File: src/rtl/hdmi_axi_rd_master.sv
// -----------------------------------------------------------------------------
// hdmi_axi_rd_master
//
// Purpose:
//   Turns a framebuffer read request (byte address + length in 32-bit beats)
//   into one AXI4 INCR read burst. The returned beats are forwarded into a
//   pixel stream that feeds the HDMI line FIFO. A one-entry output register
//   sits between the AXI R channel and the pixel stream. It provides
//   back-pressure through rready and drains on its own, in any FSM state.
//
// Parameters:
//   ADDR_BASE  byte offset added to every request address (wraps at 2^32)
//   MAX_BEATS  largest burst issued; longer requests are clamped (<= 256)
//
// Ports:
//   clk_vga            in   sole clock, rising edge
//   rst                in   synchronous active-high reset
//   kick               in   request strobe, held until busy is seen
//   read_addr[31:0]    in   request byte address
//   read_num[31:0]     in   request length in 32-bit beats
//   busy               out  request accepted or in progress
//   m_axi_ar*          out  AXI4 read-address channel (arready is an input)
//   m_axi_r*           in   AXI4 read-data channel (rready is an output)
//   pix_data[31:0]     out  pixel word to the line FIFO
//   pix_valid          out  pix_data holds a pixel
//   pix_ready          in   line FIFO accepts the pixel
//   err_resp           out  sticky: a beat returned a non-OKAY RRESP
//   err_last           out  sticky: RLAST disagreed with the beat count, or the
//                           request length was zero or was clamped
// -----------------------------------------------------------------------------
module hdmi_axi_rd_master #(
    parameter logic [31:0] ADDR_BASE = 32'h0000_0000,
    parameter int unsigned MAX_BEATS = 256
) (
    input  logic        clk_vga,
    input  logic        rst,

    input  logic        kick,
    input  logic [31:0] read_addr,
    input  logic [31:0] read_num,
    output logic        busy,

    output logic [31:0] m_axi_araddr,
    output logic [7:0]  m_axi_arlen,
    output logic [2:0]  m_axi_arsize,
    output logic [1:0]  m_axi_arburst,
    output logic        m_axi_arvalid,
    input  logic        m_axi_arready,

    input  logic [31:0] m_axi_rdata,
    input  logic [1:0]  m_axi_rresp,
    input  logic        m_axi_rlast,
    input  logic        m_axi_rvalid,
    output logic        m_axi_rready,

    output logic [31:0] pix_data,
    output logic        pix_valid,
    input  logic        pix_ready,

    output logic        err_resp,
    output logic        err_last
);

    typedef enum logic [1:0] {
        IDLE = 2'd0,
        ADDR = 2'd1,
        DATA = 2'd2
    } state_t;

    // The beat counter is 9 bits wide so that a full 256-beat burst is
    // representable.
    localparam logic [8:0]  MAX_LEN = 9'(MAX_BEATS);
    localparam logic [31:0] MAX_NUM = 32'(MAX_BEATS);

    // Registered state
    state_t      state_q;
    logic        busy_q;
    logic [31:0] araddr_q;
    logic [7:0]  arlen_q;
    logic        arvalid_q;
    logic [8:0]  len_q;
    logic [8:0]  cnt_q;
    logic        zero_q;
    logic [31:0] pix_data_q;
    logic        pix_valid_q;
    logic        err_resp_q;
    logic        err_last_q;

    // Combinational next values / decodes
    logic        zero_d;
    logic        clamp_d;
    logic [8:0]  len_d;
    logic [7:0]  arlen_d;
    logic        rready_d;
    logic        beat_d;
    logic [8:0]  cnt_d;
    logic        final_d;

    always_comb begin
        zero_d   = (read_num == 32'd0);
        clamp_d  = (read_num > MAX_NUM);
        // When not clamped, read_num is at most MAX_BEATS and fits in 9 bits.
        len_d    = clamp_d ? MAX_LEN : read_num[8:0];
        arlen_d  = zero_d ? 8'd0 : 8'(len_d - 9'd1);
        // The output register accepts a new beat when it is empty, or when it
        // is being emptied in this same cycle.
        rready_d = (state_q == DATA) && (!pix_valid_q || pix_ready);
        beat_d   = rready_d && m_axi_rvalid;
        cnt_d    = cnt_q + 9'd1;
        // The burst ends on the beat count alone. RLAST is only checked.
        final_d  = (cnt_d == len_q);
    end

    always_ff @(posedge clk_vga) begin
        if (rst) begin
            state_q     <= IDLE;
            busy_q      <= 1'b0;
            araddr_q    <= 32'd0;
            arlen_q     <= 8'd0;
            arvalid_q   <= 1'b0;
            len_q       <= 9'd0;
            cnt_q       <= 9'd0;
            zero_q      <= 1'b0;
            pix_data_q  <= 32'd0;
            pix_valid_q <= 1'b0;
            err_resp_q  <= 1'b0;
            err_last_q  <= 1'b0;
        end else begin
            // The pixel output register drains independently of the FSM. A
            // pending pixel therefore still leaves after the burst has ended.
            if (beat_d) begin
                pix_data_q  <= m_axi_rdata;
                pix_valid_q <= 1'b1;
            end else if (pix_ready) begin
                pix_valid_q <= 1'b0;
            end

            case (state_q)
                IDLE: begin
                    if (kick) begin
                        state_q   <= ADDR;
                        busy_q    <= 1'b1;
                        araddr_q  <= ADDR_BASE + read_addr;
                        arlen_q   <= arlen_d;
                        len_q     <= len_d;
                        cnt_q     <= 9'd0;
                        zero_q    <= zero_d;
                        // A zero-length request never reaches the bus.
                        arvalid_q <= !zero_d;
                        if (zero_d || clamp_d) begin
                            err_last_q <= 1'b1;
                        end
                    end
                end

                ADDR: begin
                    // A zero-length request spends exactly one busy cycle here.
                    if (zero_q) begin
                        state_q <= IDLE;
                        busy_q  <= 1'b0;
                        zero_q  <= 1'b0;
                    end else if (arvalid_q && m_axi_arready) begin
                        arvalid_q <= 1'b0;
                        state_q   <= DATA;
                    end
                end

                DATA: begin
                    if (beat_d) begin
                        cnt_q <= cnt_d;
                        if (m_axi_rresp != 2'b00) begin
                            err_resp_q <= 1'b1;
                        end
                        if (final_d) begin
                            state_q <= IDLE;
                            busy_q  <= 1'b0;
                            if (!m_axi_rlast) begin
                                err_last_q <= 1'b1;
                            end
                        end else if (m_axi_rlast) begin
                            err_last_q <= 1'b1;
                        end
                    end
                end

                default: begin
                    state_q <= IDLE;
                    busy_q  <= 1'b0;
                end
            endcase
        end
    end

    assign busy          = busy_q;
    assign m_axi_araddr  = araddr_q;
    assign m_axi_arlen   = arlen_q;
    assign m_axi_arsize  = 3'b010;
    assign m_axi_arburst = 2'b01;
    assign m_axi_arvalid = arvalid_q;
    assign m_axi_rready  = rready_d;
    assign pix_data      = pix_data_q;
    assign pix_valid     = pix_valid_q;
    assign err_resp      = err_resp_q;
    assign err_last      = err_last_q;

endmodule

File: config.mk
export PLATFORM = sky130hd
export DESIGN_NAME = hdmi_axi_rd_master
export DESIGN_NICKNAME = d
export VERILOG_FILES = /design/src/rtl/hdmi_axi_rd_master.sv
export SDC_FILE = /design/constraint.sdc
export NUM_CORES = 1
export LEC_CHECK = 0
export CAP_MARGIN = 10
export CORE_MARGIN = 10
export CORE_UTILIZATION = 44
export DETAILED_ROUTE_END_ITERATION = 16
export PLACE_DENSITY_LB_ADDON = 0.3
export RECOVER_POWER = 50
export SYNTH_ARGS = -nofsm -noshare
export SYNTH_HDL_FRONTEND = slang
export SYNTH_SLANG_ARGS = --single-unit
export TNS_END_PERCENT = 30
File: constraint.sdc
create_clock -name clk_vga -period 9.4 [get_ports clk_vga]
set_clock_uncertainty 0.05 [all_clocks]
set_input_delay 1.88 -clock clk_vga [delete_from_list [all_inputs] [get_ports clk_vga]]
set_output_delay 1.88 -clock clk_vga [all_outputs]
set_load 0.02 [all_outputs]
Word level (Yosys, flattened, before mapping) --
Index checks and enable logic that the tools add are counted.
Cells by class: mux-type cells 31, order comparisons 1, add/sub/neg operators 2, multipliers 0, bitwise logic cells 0, shift operators 0, reductions and logical operators 21, equality and inequality tests 13, divide/modulo/power cells 0
Operators by type and width (number):
- 32-bit by 9-bit greater-than comparator with 1-bit output (second input constant) | 1
- 32-bit zero test | 1
- 9-bit two-way mux | 3
- 9-bit case mux with 2 select lines | 1
- 1-bit two-way mux | 16
- 2-bit inequality test (second input constant) | 7
- 4-bit AND reduction | 3
- 2-bit two-way mux | 5
- 9-bit by 1-bit adder with 9-bit output (second input constant) | 1
- 9-bit equality test | 1
- 3-bit inequality test (second input constant) | 3
- 8-bit two-way mux | 1
- 2-bit nonzero test | 4
- 8-bit by 1-bit subtractor with 8-bit output (second input constant) | 1
- 1-bit case mux with 2 select lines | 3
- 2-bit case mux with 3 select lines | 1
- 3-bit AND reduction | 2
- 6-bit AND reduction | 1
- 2-bit AND reduction | 2
- 1-bit logical AND | 3
- 1-bit case mux with 3 select lines | 1
- 2-bit by 1-bit equality test with 1-bit output (second input constant) | 1
- 2-bit equality test (second input constant) | 1
- 1-bit zero test | 2
- 2 further kinds | 3
Word-level totals: bits in latches 0, RAM bits 0, output and inout bits 83, bits in registers 98, memories 0, ROM bits 0

Longest topological paths before layout --
Gate-level depths: netlist (run 1).
depth after elaboration 6, depth in mapped cells 9, gate-level depth less buffers 8

Worst setup path after synthesis (run 1) --
Ideal clock, no wire load.
path kind input port to flip-flop, start input read_num[2], end register arlen_q[4] (netlist: m_axi_arlen[4]), stages on the path 9, buffers on the path 1, data required time 9.233 ns, path slack 4.920 ns, arrival time 4.312 ns, cell sequence or4_4 -> or4_4 -> a211oi_4 -> buf_6 -> nand2_2 -> ha_1 -> mux2_1 -> a22oi_1 -> o21ai_1
On the way: cells in the longest elaborated chain, start to end 4, elaborated cells on any way between the ends 5
RTL lines:
- start, declared | RTL line 40 | input logic [31:0] read_num,
- 32-bit by 9-bit greater-than comparator with 1-bit output | RTL line 101 | clamp_d = (read_num > MAX_NUM);
- 9-bit two-way mux | RTL line 103 | len_d = clamp_d ? MAX_LEN : read_num[8:0];
- 8-bit by 1-bit subtractor with 8-bit output | RTL line 104 | arlen_d = zero_d ? 8'd0 : 8'(len_d - 9'd1);
- 8-bit two-way mux * | RTL line 104
- end signal, assigned | RTL line 144 | arlen_q <= arlen_d;
- end, declared | RTL line 79 | logic [7:0] arlen_q;
Mark *: on every way between the ends. The rest lies on a longest branch, timed or not. A chain may end at the register's enable or synchronous reset.

==> results.toml, run 1 <==
[synthesis]
seq_area_frac_synth = 0.485
syn_area_um2 = 4040
synth_fa_ha_area_frac = 0.00619
synth_edf_count = 0
synthXorXnorAreaFrac = 0.0347
synth_top_family_by_area = "simple AND/OR/NAND/NOR gates"
synth_cells = 520
avgSynthCellArea_um2 = 7.78
synth_warnings = 0
synth_simple_gate_area_frac = 0.245
synth_ff_type = "dfxtp_1"
synth_compound_area_frac = 0.175
ys_types = 45
yosys_register_bits = 98
synth.area.mux_share = 0.00557
ys_async_sr_fraction = 0

[routing]
wire_per_inst_um = 16.9
drt_iter0_drc = 322
drt_pass1_iterations = 4
wirelength_mm = 13.4
vias = 4133
drt.antenna.violating_nets = 0
via_per_inst = 5.19
drc = 0

[sta]
min_period_ns = 5.92
finalMaxSlewViolations = 187
slew_headroom = -1.68
setup_violations = 0
setup_tns_ns = 0
worstMarginPinSlew_ns = 4.03
max_freq_mhz = 169
rsz0062_at_grt = "no"
period_share = 0.630
fin_ws_ns = 3.48
hold_viol = 0

[global_routing]
grt_max_degree = 95
grt_pass1_vias = 4053
antenna_found_initial = 0
grt_overflow = 0
grt_pass1_wl_mm = 20.7
grt_use_total = 0.191

[clock_network]
htreeDepth = 3
clkLatencyLatePin_ns = 0.36
clockRootBuffer = "clkbuf_8"
clock_sink_count = 98
clk_pin_slew_worst_paths_ns = 0.11
cts_buffer_depth = 2
hold_buffers = 0
tritoncts = "done"
cts_buffers = 9
cts_resized = 0
postCtsSetupRepairBufs = 0

[floorplanning]
pin_count = 188
start_util = 0.457
die_w_um = 116
die_h_um = 116
rows = 34
die-area_um2 = 13400
core_area_um2 = 8850

[hold_path]
hold_path.class = "reg2reg"
hold_depth = 2
hold_start = "err_resp"
hold_path_end = "err_resp"

[cells_and_area]
final_util = 0.685
syn_to_final_growth_pct = 49.8
final_layout_size_suffix_gt1_frac = 0.0422
nets = 790
diodes = 0

[power_and_ir_drop]
design_power_total_uw = 855
vdd_ir_drop_max_mv = 0.0932
power_density_nw_per_um2 = 141
p_leak_nw = 2.30

[critical_path]
crit_path_start_kind = "primary input"
required_ns = 9.44
r2r_slack_ns = 5.43
worst-path-max-fanout = 94
worstSetupEndpointType = "flip-flop"
reg2regPathDepth = 6
reg2reg_from = "state_q[0]"
path_class = "in2reg"
crit_arrival_ns = 5.96
reg2reg_to = "cnt_q[8]"

[placement]
pre_cts_slack_ns = 4.14
numPortBuffers = 182
gp_congestion = 0.882
dp_hpwl_mm = 10.1

[run_status]
failed_checks = "max-capacitance violations, max-slew violations"
status = "finished, violations left"

[flow_run]
cap_violations = 3
## where the power goes
group          internal (mW)  total (mW)  switching, mW
Clock                  0.110       0.268          0.158
Sequential             0.431       0.440        0.00851
Combinational         0.0752       0.148         0.0724
## kinds of logic (layout without fill, tap and decap cells)
| family | Yosys count | in the layout |
|---|---|---|
| AOI/OAI and AO/OA | 126 | 126 |
| xor gates and xnor gates | 16 | 16 |
| adders and majority gates | 2 | 2 |
| buffers and inverters | 43 | 208 |
| DFF | 98 | 98 |
| muxes | 2 | 2 |
| other | 2 | 5 |
| and+or+nand+nor | 231 | 231 |
## worst max-delay path by stage
stage,from,end,slack [ns],depth (start not counted)
final,rst,state_q[1],3.48,5
after global routing,rst,state_q[1],3.00,5
after floorplan,read_num[2],m_axi_arlen[4],4.92,9
after detailed placement,read_num[2],m_axi_arlen[4],4.14,9
after CTS,pix_ready,m_axi_rready,4.17,4
after global placement,pix_ready,m_axi_rready,4.18,4
## per-layer routing
| layer | vias up | global-route usage | routed length [um] | share of wire |
|---|---|---|---|---|
| li1 | 2069 | - | - | - |
| met1 | 1907 | 0.204 | 5210 | 0.39 |
| met2 | 142 | 0.348 | 6830 | 0.51 |
| met3 | 15 | 0.0682 | 1140 | 0.085 |
| met4 | 0 | 0.0550 | 242 | 0.018 |
| met5 | - | 0 | 0 | 0 |
## sequential cells by signal, summed over array words and instances, names as in the netlist, 2 cells and up
signal	cells
m_axi_araddr	32
pix_data	32
cnt_q	9
m_axi_arlen	8
len_q	9
state_q	2
## per-stage QoR
step / hold slack (ns) / instances / area (um2)
global placement: 0.384 / 780 / 5880
detailed placement: 0.394 / 780 / 5880
global route: 0.427 / 796 / 6060
floorplan: 0.393 / 523 / 4060
CTS: 0.408 / 796 / 6070
finish: 0.400 / 796 / 6060
## placed cells by master, fill, tap and decap left out, types with 9 or more instances in the layout
master           netlist  final
nand2_1              151    151
clkdlybuf4s50_1        0    127
dfxtp_1               98     98
a21oi_1               91     91
dlygate4sd3_1          0     54
nor2_1                26     26
nand3_1               13     13
o21ai_0               11     11
clkbuf_8               0     10
nor3_1                 9      9
xnor2_1                9      9
## cell type report
class | count | area, um2
Inverter | 6 | 22.5
Multi-Input combinational cell | 382 | 1910
Clock inverter | 6 | 56.3
Fill cell | 739 | 2790
Tap cell | 108 | 135
Timing Repair Buffer | 186 | 1840
Sequential cell | 98 | 1960
Clock buffer | 10 | 138
## synthesized netlist by cell type, types with 2 or more instances
| library cell | instances | area (um2) |
|---|---|---|
| nand2_1 | 151 | 567 |
| dfxtp_1 | 98 | 1960 |
| a21oi_1 | 91 | 455 |
| clkbuf_1 | 27 | 101 |
| nor2_1 | 26 | 97.6 |
| nand3_1 | 13 | 65.1 |
| o21ai_0 | 11 | 55.1 |
| nor3_1 | 9 | 45.0 |
| xnor2_1 | 9 | 78.8 |
| nor4_1 | 7 | 43.8 |
| xor2_1 | 7 | 61.3 |
| inv_1 | 6 | 22.5 |
| buf_4 | 5 | 37.5 |
| or3_1 | 5 | 31.3 |
| buf_1 | 4 | 15.0 |
| a211oi_1 | 3 | 22.5 |
| a21o_1 | 3 | 22.5 |
| a22oi_1 | 3 | 22.5 |
| nand2b_1 | 3 | 18.8 |
| nand4_1 | 3 | 18.8 |
| o21ai_1 | 3 | 15.0 |
| or2_2 | 3 | 18.8 |
| and3_1 | 2 | 12.5 |
| conb_1 | 2 | 7.51 |
| ha_1 | 2 | 25.0 |
| mux2_1 | 2 | 22.5 |
| nor2b_1 | 2 | 12.5 |
| o31ai_1 | 2 | 15.0 |
| or4_4 | 2 | 22.5 |
## critical path, cell delays in order
cell and delay (ns):
buf_2 0.07, clkbuf_1 2.81, inv_1 0.73, nand4_1 0.35
o31ai_1 0.11
Power figures use the tool's default switching activity.
==> run 2, diff against run 1 <==
--- a/config.mk
+++ b/config.mk
@@ -7,7 +7,7 @@
 export LEC_CHECK = 0
 export CAP_MARGIN = 10
 export CORE_MARGIN = 10
-export CORE_UTILIZATION = 44
+export CORE_UTILIZATION = 41
 export DETAILED_ROUTE_END_ITERATION = 16
 export PLACE_DENSITY_LB_ADDON = 0.3
 export RECOVER_POWER = 50
==> constraint.sdc (replaced) <==
create_clock -name clk_vga -period 5.9 [get_ports clk_vga]
set_clock_uncertainty 0.05 [all_clocks]
set_input_delay 1.18 -clock clk_vga [delete_from_list [all_inputs] [get_ports clk_vga]]
set_output_delay 1.18 -clock clk_vga [all_outputs]
set_load 0.02 [all_outputs]
==> results.toml, run 2 (same netlist as run 1, synthesis figures left out) <==
[run_status]
status = "finished, violations left"
failed_checks = "max-capacitance violations, max-slew violations"

[global_routing]
grt_use_total = 0.175
use_met1 = 0.202
antenna_found_initial = 1
grt_pass1_wl_mm = 20.7
grt_max_degree = 53
busiest_layer = "met2"
grt.met3_usage = 0.0548
grtUsageMet2 = 0.295
grt_pass1_vias = 4069
grt_overflow = 0

[clock_network]
hold_buffers = 0
clock_sink_count = 98
clkLatencyLatePin_ns = 0.36
clockRootBuffer = "clkbuf_8"
tritoncts = "done"
clk_pin_slew_worst_paths_ns = 0.10
cts_buffer_depth = 2
postCtsSetupRepairBufs = 0
htreeDepth = 3
cts_buffers = 9
cts_resized = 0

[power_and_ir_drop]
p_leak_nw = 2.25
design_power_total_mw = 1.35
power_density_nw_per_um2 = 222
vdd_ir_drop_max_mv = 0.113

[cells_and_area]
syn_to_final_growth_pct = 50.7
n_fill_cell = 849
layout_commonest_cell = "nand2_1"
final_cell_mix = "nand2_1 (151), clkdlybuf4s50_1 (141), dfxtp_1 (98), a21oi_1 (91), dlygate4sd3_1 (40)"
multi_input_comb_area_um2 = 1910
seq_area_um2 = 1960
final_layout_size_suffix_gt1_frac = 0.0436
nets = 790

[floorplanning]
start_util = 0.418
die_h_um = 119
core_area_um2 = 9680
die-area_um2 = 14200
die_w_um = 119
pin_count = 188
rows = 36

[critical_path]
cp_cell_sequence = "clkbuf_1 -> clkbuf_1 -> nor2_1 -> a22oi_1 -> o21ai_0"
crit_buf_inv = 2
crit_slowest_cell = "clkbuf_1"
required_ns = 6.09
crit_path_start_kind = "primary input"
reg2regPathDepth = 7
path_delay_family = "buffers and inverters"
r2r_slack_ns = 2.64
reg2reg_to = "err_last"
crit_arrival_ns = 4.69
worstSetupEndpointType = "flip-flop"
reg2reg_from = "state_q[0]"
slowest_delay_ns = 1.61
path_class = "in2reg"
cp_common_cell = "clkbuf_1"
worst-path-max-fanout = 52

[sta]
min_period_ns = 4.50
worstMarginPinSlew_ns = 2.31
holdWs_ns = 0.403
slew_headroom = -0.542
max_freq_mhz = 222
period_share = 0.762
rsz0062_at_grt = "no"
hold_viol = 0
setup_tns_ns = 0
setup_violations = 0
finalMaxSlewViolations = 138

[flow_run]
cap_violations = 3

[hold_path]
hold_depth = 2
hold_start = "pix_data[20]"
hold_path.class = "reg2reg"
hold_path_end = "pix_data[20]"

[routing]
vias = 4091
drc = 0
drt_iter0_drc = 291
drt.antenna.violating_nets = 0
wire_per_inst_um = 15.9
wirelength_mm = 13.1
drt_pass1_iterations = 4
via_per_inst = 4.98

[placement]
gp_congestion = 0.832
dp_hpwl_mm = 9.95
numPortBuffers = 182
[run 2: metrics by stage]
step,std cells,utilization,worst slack [ns],cell area (um2)
5_1_grt,822,0.629,0.995,6090
2_1_floorplan,523,-,2.12,4060
6_report,822,0.629,1.40,6090
4_1_cts,821,0.630,1.73,6100
3_3_place_gp,805,0.610,1.43,5910
3_5_place_dp,805,0.610,1.34,5910
[run 2: worst register-to-register path, stage by stage (launching register included)]
cell	delay, ns
dfxtp_1	0.35
nand2b_1	0.28
nor3_2	0.15
clkbuf_1	1.22
nor2_1	0.49
a21oi_1	0.32
o311ai_0	0.15
o21ai_0	0.17
[run 2: where the power goes]
part           total [mW]  switching [mW]  internal (mW)
logic               0.232           0.114          0.118
clock network       0.421           0.247          0.174
registers           0.701          0.0135          0.687
total                1.35           0.375          0.980
[run 2: how the worst max path moves through the flow]
| stage | from | end | slack, ns | depth (start not counted) |
|---|---|---|---|---|
| global route | rst | err_last | 1.0 | 5 |
| global placement | read_num[2] | m_axi_arlen[4] | 1.43 | 9 |
| floorplan | read_num[2] | m_axi_arlen[4] | 2.12 | 9 |
| detailed placement | read_num[2] | m_axi_arlen[4] | 1.34 | 9 |
| CTS | read_num[2] | m_axi_arlen[4] | 1.73 | 9 |
| finish | rst | err_last | 1.40 | 5 |
[run 2: final cells by class]
type,count,area share
clock inverter,6,0.00883
inverter,6,0.00370
multi-input combinational,382,0.314
tap,133,0.0273
clock buffer,10,0.0226
sequential,98,0.322
timing repair buffer,186,0.302
antenna,1,0.000411
[run 2: routing by layer]
layer / vias up / part of all wire
met3: 19 / 0.075
met4: 0 / 0.023
met2: 139 / 0.49
met1: 1870 / 0.41
met5: - / 0
li1: 2063 / -
